## config.mk

```make
export PLATFORM = sky130hd
export DESIGN_NAME = mpuc_feed
export DESIGN_NICKNAME = d
export VERILOG_FILES = /design/src/rtl/mpuc_feed.sv
export SDC_FILE = /design/constraint.sdc
export NUM_CORES = 1
export LEC_CHECK = 0
export CELL_PAD_IN_SITES_DETAIL_PLACEMENT = 1
export CELL_PAD_IN_SITES_GLOBAL_PLACEMENT = 2
export CORE_MARGIN = 2
export CORE_UTILIZATION = 23
export DETAILED_ROUTE_END_ITERATION = 8
export PLACE_DENSITY_LB_ADDON = 0.1
export RECOVER_POWER = 50
export SYNTH_ARGS = -nofsm -noshare
export SYNTH_HDL_FRONTEND = slang
export SYNTH_SLANG_ARGS = --single-unit
```

## constraint.sdc

```tcl
create_clock -name CLK -period 1.34 [get_ports CLK]
set_clock_uncertainty 0.1 [all_clocks]
set_input_delay 0.201 -clock CLK [delete_from_list [all_inputs] [get_ports CLK]]
set_output_delay 0.201 -clock CLK [all_outputs]
set_load 0.005 [all_outputs]
```

## src/rtl/mpuc_feed.sv

```systemverilog
// Feeder/sequencer for the time-multiplexed MPUC constant multipliers: serializes
// complex samples into DS-framed pairs, issues twiddle controls and tracks result latency.
module mpuc_feed #(
   parameter int total_bits = 32,
   parameter int LOG2N      = 4,
   parameter int MUL_LAT    = 4
) (
   input  logic                  CLK,
   input  logic                  RSTN,
   input  logic                  ED,
   input  logic                  IN_VLD,
   output logic                  IN_RDY,
   input  logic [total_bits-1:0] IN_RE,
   input  logic [total_bits-1:0] IN_IM,
   output logic                  DS,
   output logic [total_bits-1:0] DR,
   output logic [total_bits-1:0] DI,
   output logic                  MPYJ,
   output logic                  NEG,
   output logic                  MSEL,
   output logic                  RES_VLD,
   output logic [LOG2N-1:0]      RES_IDX,
   output logic                  RES_NEG,
   output logic                  FRAME_END
);

   typedef enum logic {PH_A = 1'b0, PH_B = 1'b1} phase_t;

   localparam logic [LOG2N-1:0] IDX_LAST = '1;

   phase_t           ph_q, ph_d;
   logic             accept;
   logic [LOG2N-1:0] k_q;
   logic [LOG2N-1:0] pair_idx_q;
   logic [2:0]       m;

   logic [MUL_LAT:1] dl_vld;
   logic [MUL_LAT:1] dl_neg;
   logic [LOG2N-1:0] dl_idx [1:MUL_LAT];

   always_comb begin
      ph_d   = ph_q;
      IN_RDY = RSTN & ED & (ph_q == PH_A);
      accept = IN_RDY & IN_VLD;
      if (ED) begin
         case (ph_q)
            PH_A:    if (accept) ph_d = PH_B;
            PH_B:    ph_d = PH_A;
            default: ph_d = PH_A;
         endcase
      end
   end

   always_ff @(posedge CLK or negedge RSTN) begin
      if (!RSTN) ph_q <= PH_A;
      else       ph_q <= ph_d;
   end

   // zero-extended so narrow frames (LOG2N < 3) still map cleanly
   always_comb m = 3'(k_q);

   always_ff @(posedge CLK or negedge RSTN) begin
      if (!RSTN) begin
         k_q        <= '0;
         pair_idx_q <= '0;
         DS         <= 1'b0;
         DR         <= '0;
         DI         <= '0;
         MSEL       <= 1'b0;
         MPYJ       <= 1'b0;
         NEG        <= 1'b0;
      end else if (ED) begin
         if (accept) begin
            DR         <= IN_RE;
            DI         <= IN_IM;
            DS         <= 1'b1;
            MSEL       <= m[0];
            MPYJ       <= m[1];
            NEG        <= m[2];
            pair_idx_q <= k_q;
            k_q        <= k_q + LOG2N'(1);
         end else begin
            DS <= 1'b0;
         end
      end
   end

   // Fed from the DS stage, so tap MUL_LAT lines up with MUL_LAT cycles after DS=1.
   always_ff @(posedge CLK or negedge RSTN) begin
      if (!RSTN) begin
         dl_vld <= '0;
         dl_neg <= '0;
         for (int unsigned i = 1; i <= MUL_LAT; i++) dl_idx[i] <= '0;
      end else if (ED) begin
         dl_vld[1] <= DS;
         dl_neg[1] <= NEG;
         dl_idx[1] <= pair_idx_q;
         for (int unsigned i = 2; i <= MUL_LAT; i++) begin
            dl_vld[i] <= dl_vld[i-1];
            dl_neg[i] <= dl_neg[i-1];
            dl_idx[i] <= dl_idx[i-1];
         end
      end
   end

   always_comb begin
      RES_VLD   = dl_vld[MUL_LAT];
      RES_IDX   = dl_idx[MUL_LAT];
      RES_NEG   = dl_vld[MUL_LAT] & dl_neg[MUL_LAT];
      FRAME_END = dl_vld[MUL_LAT] & (dl_idx[MUL_LAT] == IDX_LAST);
   end

endmodule

```

Word-level counts from Yosys, hierarchy flattened --
Index checks and enable logic that the tools add are counted.
Cells by class: add/subtract/negate cells 1, equal/unequal tests 1, muxes and demuxes 2, bitwise operators 6, reductions and logical operators 1
Operators with widths (number):
- $and 1x1->1 | 5
- $add 4x1->4 const B | 1
- $eq 4x4->1 const B | 1
- $pmux 1 s2 | 1
- $reduce_and 2->1 | 1
- $mux 1 | 1
- $not 1->1 | 1
Word-level totals: register bits 101, input bits 68, output and inout bits 76, word-level logic and storage cells 26

Depth between registers and ports, before layout --
Gate-level depths: netlist of the first run.
depth after elaboration 5, mapped depth 6, mapped depth without buffers 3

Worst setup path before layout of the first run --
No wires, ideal clock.
path type register to register, start point reg ph_q, end point reg k_q[2], data arrival time 1.022 ns, required time 1.117 ns, slack 0.095 ns, cell stages (with the launch flop) 6, buffers on the path 2, cell sequence dfrtp_1 and4b_1 buf_6 buf_6 nand2_2 xnor2_2
On the way: cells in the longest elaborated chain, start to end 4
Ends and longest elaborated chain:
- from (decl) | RTL line 31 | phase_t ph_q, ph_d;
- from (signal assigned) | RTL line 56 | else ph_q <= ph_d;
- $not 1->1
- $and 1x1->1 | RTL line 43 | IN_RDY = RSTN & ED & (ph_q == PH_A);
- $and 1x1->1 | RTL line 44 | accept = IN_RDY & IN_VLD;
- $reduce_and 2->1 (no source line)
- to (signal assigned) | RTL line 81 | k_q <= k_q + LOG2N'(1);
- to (decl) | RTL line 33 | logic [LOG2N-1:0] k_q;
Every way passes these cells. A chain may end at the register's enable or synchronous reset.

Worst setup path in the final report of the first run --
start point reg dl_vld[4] in the netlist's numbering, end point out FRAME_END
On the way: cells in the longest elaborated chain, start to end 1
Ends and longest elaborated chain:
- from (decl) | RTL line 37 | logic [MUL_LAT:1] dl_vld;
- from (signal, indexed assignment) | RTL line 99 | dl_vld[i] <= dl_vld[i-1];
- $and 1x1->1 | RTL line 110 | FRAME_END = dl_vld[MUL_LAT] & (dl_idx[MUL_LAT] == IDX_LAST);
- to (decl) | RTL line 24 | output logic FRAME_END
Every way passes these cells.

==> results of run 1 <==
sequential cells by signal, indices dropped and copies added (netlist names):
signal and count:
dl_vld 4, pair_idx_q 4, dl_neg 3, RES_IDX 4, DS 1, dl_idx 9, DI 32, DR 32
k_q 4, ph_q 1
stage by stage:
step | worst slack, ns | total power [mW] | hold WS [ns]
2_1_floorplan | 0.09519 | 4.791 | -0.1946
3_3_place_gp | -0.4522 | 6.289 | 0.05281
3_5_place_dp | -0.4690 | 6.362 | 0.05424
4_1_cts | -0.1644 | 9.123 | 0.2233
5_1_grt | -0.1509 | 9.805 | 0.2687
6_report | -0.09869 | 9.190 | 0.2803
Yosys cell counts:
cell / number
and2_1: 1
and3_1: 1
and4_1: 1
and4b_1: 1
buf_2: 10
buf_4: 10
buf_6: 3
dfrtp_1: 94
ha_1: 1
inv_1: 2
mux2_2: 20
nand2_1: 207
nand2_2: 1
nand4_1: 1
nand4b_1: 1
o21ai_0: 2
xnor2_1: 2
xnor2_2: 1
per-layer routing:
layer  GRT usage, %  vias up
li1               -     1465
met1          15.65     1516
met2          23.71       80
met3          6.235        9
met4          4.744        0
met5              0        -
worst max-delay path, cell delays in order (launching register included):
cell and delay [ns]:
dfrtp_1 0.38, and2_4 0.16, and4_1 0.14, buf_2 0.12
what timing repair did:
item / in CTS / in global routing
gates resized for setup: 120 / 62
setup buffers: 15 / 11
setup endpoints to repair: 122 / 184
endpoints found under the hold margin: 22 / 0
gates cloned: 3 / 6
pin swaps: 11 / 4
hold buffers: 1 / 0
cell type report:
cell class | count | area share (%)
clock inverter | 5 | 1.317
inverter | 2 | 0.1216
multi-input combinational | 240 | 19.75
timing repair buffer | 196 | 32.35
clock buffer | 11 | 4.092
sequential | 94 | 38.09
tap | 211 | 4.275
cells in the final DEF (no fill, tap or decap), types with 7 or more instances in the layout:
master	count
nand2_2	19
buf_12	7
mux2_2	20
clkbuf_16	14
clkdlybuf4s50_1	66
clkdlybuf4s15_1	32
dfrtp_1	94
nand2_1	183
dlygate4sd2_1	36
buf_4	28
buf_6	9
cells by family (layout without fill, tap and decap cells):
logic type / Yosys count / count (layout) / synth area share [%]
simple gates: 214 / 214 / 22.85
flops: 94 / 94 / 64.81
buf+inv: 25 / 214 / 4.585
mux: 20 / 20 / 6.205
xor+xnor: 3 / 3 / 0.9309
compound gates: 2 / 2 / 0.2758
fa+ha+maj: 1 / 1 / 0.3447
worst paths after layout:
check	start	endpoint	slack (ns)	depth (start not counted)
hold / removal	IN_RE[8]	DR[8]$_DFFE_PN0P_	0.28	3
hold reg to reg	DR[3]$_DFFE_PN0P_	DR[3]$_DFFE_PN0P_	0.37	2
setup reg to reg	ph_q$_DFFE_PN0P_	DI[10]$_DFFE_PN0P_	-0.09	6
setup / recovery	dl_vld[4]$_DFFE_PN0P_	FRAME_END	-0.1	3
max in group asynchronous	RSTN	DR[30]$_DFFE_PN0P_	0.05	4
min in group asynchronous	RSTN	DR[11]$_DFFE_PN0P_	0.44	3
power by group:
part           total, mW  switching, mW  internal (mW)
Combinational       2.37          0.903           1.46
Sequential          3.98          0.416           3.56
Clock               2.85           1.11           1.74
==> results.yml, run 1 <==
timing:
  slew_violations: 0
  setup_viol: 63
  finalHoldViolCount: 0
  worst_slew_pin_slew_ns: 0.4021
  slew_headroom_pct: 73.19
  worst_slack_ns: -0.09869
  rsz0062_at_grt: "yes"
  fin_setup_tns_ns: -1.528
  fin_crit_sh_pct: 107.4
  period_needed_ns: 1.439
  fmax_ghz: 0.6951
clock_network:
  htree_num_levels: 3
  cts-root-buf: "clkbuf_16"
  cts_max_path_buffers: 2
  cts_made_buffers: 9
  clk-insertion-delay-late_ns: 0.34
  cts_sinks: 94
  cts_tree: "yes"
  path_clk_slew_ns: 0.07
floorplanning:
  io-pin-count: 144
  die-height_um: 129.6
  core_area_mm2: 0.01531
  dieWidth_um: 129.6
  dieArea_mm2: 0.01680
  start_util_pct: 23.70
  num_rows: 45
route:
  first_pass_iters: 4
  ant_nets: 0
  wl_met1_mm: 4.843
  highest_layer: "met4"
  wl_met3_um: 923
  drc: 0
  avgRoutedWirePerCell_um: 15.48
  viasPerCell: 4.045
  drtIter0Drc: 89
  vias: 3070
  route.final.wire_length_mm: 11.75
  met2WireLength_mm: 5.854
placement:
  place_congestion: 0.6663
  dp_cells: 709
  place_area_mm2: 0.005345
  port_buffers: 143
  hpwlAfterDp_mm: 7.016
final_layout:
  area_growth_pct: 70.15
  design_area_mm2: 0.006176
  postLayoutCoreUtil_pct: 40.33
  diodes: 0
  drive_above_1_share_pct: 22.99
  num-fill-cells: 1703
  finalNonFillerCells: 759
  final_net_count: 612
  regArea_mm2: 0.002352
  multi_input_area_mm2: 0.001220
setup_path:
  path_max_fanout: 2
  cp.required_ns: 1.04
  setup.worst_path.end_class: "output port"
  criticalPathCategory: "reg2out"
  crit_arrival_ns: 1.14
  cp-start-kind: "register"
yosys:
  synth_area_leader_cell: "dfrtp_1"
  synth_top_area_share_pct: 64.81
  synth_cell_types: 18
  synth-seq-area-share_pct: 64.81
  syn_nets: 428
  yosysWarnings: 0
  synthCells: 359
  synth_seq_cells: 94
  avgSynthCellArea_um2: 10.11
  yosys-top-cells-area: "dfrtp_1, nand2_1, mux2_2"
  netlist_area_mm2: 0.003630
pwr:
  irDropWorstVdd_mv: 0.6876
  leakage_nw: 3.157
  p_per_area_mw_per_mm2: 1488
job:
  drv_cap: 0
global_routing:
  grt.overflow.total: 0
  grt_pass1_wl_mm: 17.55
  gr-usage-all-layers_pct: 13.97
  grt_max_degree: 42
  grt_pass1_vias: 3252
  antenna_found_initial: 0
min_path:
  worstHoldPathType: "in2reg"
outcome:
  status: "finished, violations left"
  violations: "setup timing"
Note: power is estimated with default switching activity, not from simulation.
==> run 2, diff against run 1 <==
--- a/config.mk
+++ b/config.mk
@@ -5,6 +5,7 @@
 export SDC_FILE = /design/constraint.sdc
 export NUM_CORES = 1
 export LEC_CHECK = 0
+export ABC_CLOCK_PERIOD_IN_PS = 1340
 export CELL_PAD_IN_SITES_DETAIL_PLACEMENT = 1
 export CELL_PAD_IN_SITES_GLOBAL_PLACEMENT = 2
 export CORE_MARGIN = 2
==> results of run 2 <==
Final layout, timing and power as in run 1 (identical DEF).
==> run 3, diff against run 2 <==
--- a/config.mk
+++ b/config.mk
@@ -6,11 +6,14 @@
 export NUM_CORES = 1
 export LEC_CHECK = 0
 export ABC_CLOCK_PERIOD_IN_PS = 1340
+export CAP_MARGIN = 20
 export CELL_PAD_IN_SITES_DETAIL_PLACEMENT = 1
 export CELL_PAD_IN_SITES_GLOBAL_PLACEMENT = 2
+export CORE_ASPECT_RATIO = 0.7
 export CORE_MARGIN = 2
 export CORE_UTILIZATION = 23
 export DETAILED_ROUTE_END_ITERATION = 8
+export GPL_ROUTABILITY_DRIVEN = 0
 export PLACE_DENSITY_LB_ADDON = 0.1
 export RECOVER_POWER = 50
 export SYNTH_ARGS = -nofsm -noshare
==> run 3 against run 2 <==
The flow still finishes with violations (setup timing); utilization is 0.61 points higher; via count is 0.59% lower; hold slack worse by 0.044 ns; critical endpoint is now DR[30]$_DFFE_PN0P_; largest cell class unchanged.
==> results.yml, run 3 (synthesis results as in run 1) <==
outcome:
  status: "finished, violations left"
  violations: "setup timing"
timing:
  slew_headroom_pct: 68.80
  fmax_ghz: 0.7046
  finalHoldViolCount: 0
  slew_violations: 0
  worst_slew_pin_slew_ns: 0.4680
  fin_crit_sh_pct: 105.9
  rsz0062_at_grt: "yes"
  period_needed_ns: 1.419
  holdWs_ns: 0.2362
  setup_viol: 69
  worst_slack_ns: -0.07932
final_layout:
  final_net_count: 609
  num-fill-cells: 1707
  postLayoutCoreUtil_pct: 40.94
  layout_commonest_cell: "nand2_1"
  drive_above_1_share_pct: 30.83
  regArea_mm2: 0.002352
  multi_input_area_mm2: 0.001455
  design_area_mm2: 0.006326
  reg_top3: "DI (32), DR (32), dl_idx (9)"
  final_cell_mix: "nand2_1, dfrtp_1, clkdlybuf4s50_1"
  diodes: 0
  finalNonFillerCells: 745
  area_growth_pct: 74.28
pwr:
  p_per_area_mw_per_mm2: 1436
  irDropWorstVdd_mv: 0.5768
  leakage_nw: 3.361
floorplanning:
  dieWidth_um: 154.2
  core_area_mm2: 0.01545
  start_util_pct: 23.49
  dieArea_mm2: 0.01682
  die-height_um: 109.1
  num_rows: 38
  io-pin-count: 144
clock_network:
  cts_sinks: 94
  cts_made_buffers: 9
  cts_tree: "yes"
  cts-root-buf: "clkbuf_16"
  path_clk_slew_ns: 0.07
  clk-insertion-delay-late_ns: 0.34
  cts_max_path_buffers: 2
  htree_num_levels: 3
placement:
  place_area_mm2: 0.005366
  hpwlAfterDp_mm: 7.188
  port_buffers: 143
  dp_cells: 701
setup_path:
  path_max_fanout: 6
  cp-start-kind: "register"
  cp.required_ns: 1.51
  crit_arrival_ns: 1.59
  worst_path_largest_cell_delay_ns: 0.41
  crit_chain: "and4b_4 > buf_8 > clkbuf_16 > nand2_2 > nand2_1"
  criticalPathCategory: "reg2reg"
  slowest_stage: "and4b_4"
  setup.worst_path.end_class: "register"
global_routing:
  grt.overflow.total: 0
  grt_max_degree: 58
  antenna_found_initial: 0
  grt_pass1_wl_mm: 16.99
  gr-usage-all-layers_pct: 13.09
  grt_pass1_vias: 3255
route:
  drtIter0Drc: 131
  first_pass_iters: 4
  drc: 0
  route.final.wire_length_mm: 11.79
  vias: 3052
  viasPerCell: 4.097
  ant_nets: 0
  avgRoutedWirePerCell_um: 15.83
job:
  drv_cap: 0
min_path:
  worstHoldPathType: "in2reg"
run 3: path summary, 6_finish.rpt:
check,from,endpoint,slack (ns),depth (start not counted)
setup / recovery,ph_q$_DFFE_PN0P_,DR[30]$_DFFE_PN0P_,-0.08,5
hold / removal,ED,ph_q$_DFFE_PN0P_,0.24,2
setup reg to reg,ph_q$_DFFE_PN0P_,DR[30]$_DFFE_PN0P_,-0.08,5
hold reg to reg,DI[31]$_DFFE_PN0P_,DI[31]$_DFFE_PN0P_,0.36,2
max in group asynchronous,RSTN,k_q[2]$_DFFE_PN0P_,0,4
min in group asynchronous,RSTN,ph_q$_DFFE_PN0P_,0.32,2
run 3: area by class of cell:
type | instances | area share, %
multi-input cells | 240 | 23.00
inverters | 2 | 0.1187
clock inverters | 5 | 1.325
clock buffers | 11 | 3.679
repair buffers | 193 | 30.74
flip-flops and latches | 94 | 37.18
well taps | 200 | 3.956
run 3: timing repair:
action                                  4_1_cts  5_1_grt
gates cloned                                  1        9
pin swaps                                     0       68
setup buffers                                13        5
hold buffers                                  1        0
endpoints found under the setup margin      141      149
endpoints found under the hold margin        37        0
resized for setup                           101      135
run 3: routing by layer:
layer | GRT usage (%) | vias up | wire length, um
met5 | 0 | - | 0
met4 | 3.605 | 0 | 109
met2 | 21.97 | 66 | 5516
met3 | 5.763 | 11 | 836
li1 | - | 1466 | -
met1 | 15.41 | 1509 | 5329
run 3: per-stage QoR:
step | TNS [ns] | setup slack (ns) | total power, mW
after floorplan | 0 | 0.09519 | 4.791
after global placement | -32.81 | -0.4667 | 6.312
after detailed placement | -35.39 | -0.4671 | 6.379
after CTS | -6.594 | -0.2291 | 8.957
after global routing | -10.71 | -0.1414 | 9.679
final | -2.781 | -0.07932 | 9.083
run 3: report_power, final:
part,switching (mW),internal [mW],leakage [nW]
logic,0.950,1.43,2.02
clock network,1.10,1.64,0.146
registers,0.404,3.56,1.19
total,2.45,6.63,3.36
run 3: critical path: cells and delay by family, from the launching register on:
| kind | cells | cell delay, ns |
|---|---|---|
| flops | 1 | 0.40 |
| buf+inv | 2 | 0.33 |
| simple gates | 3 | 0.52 |
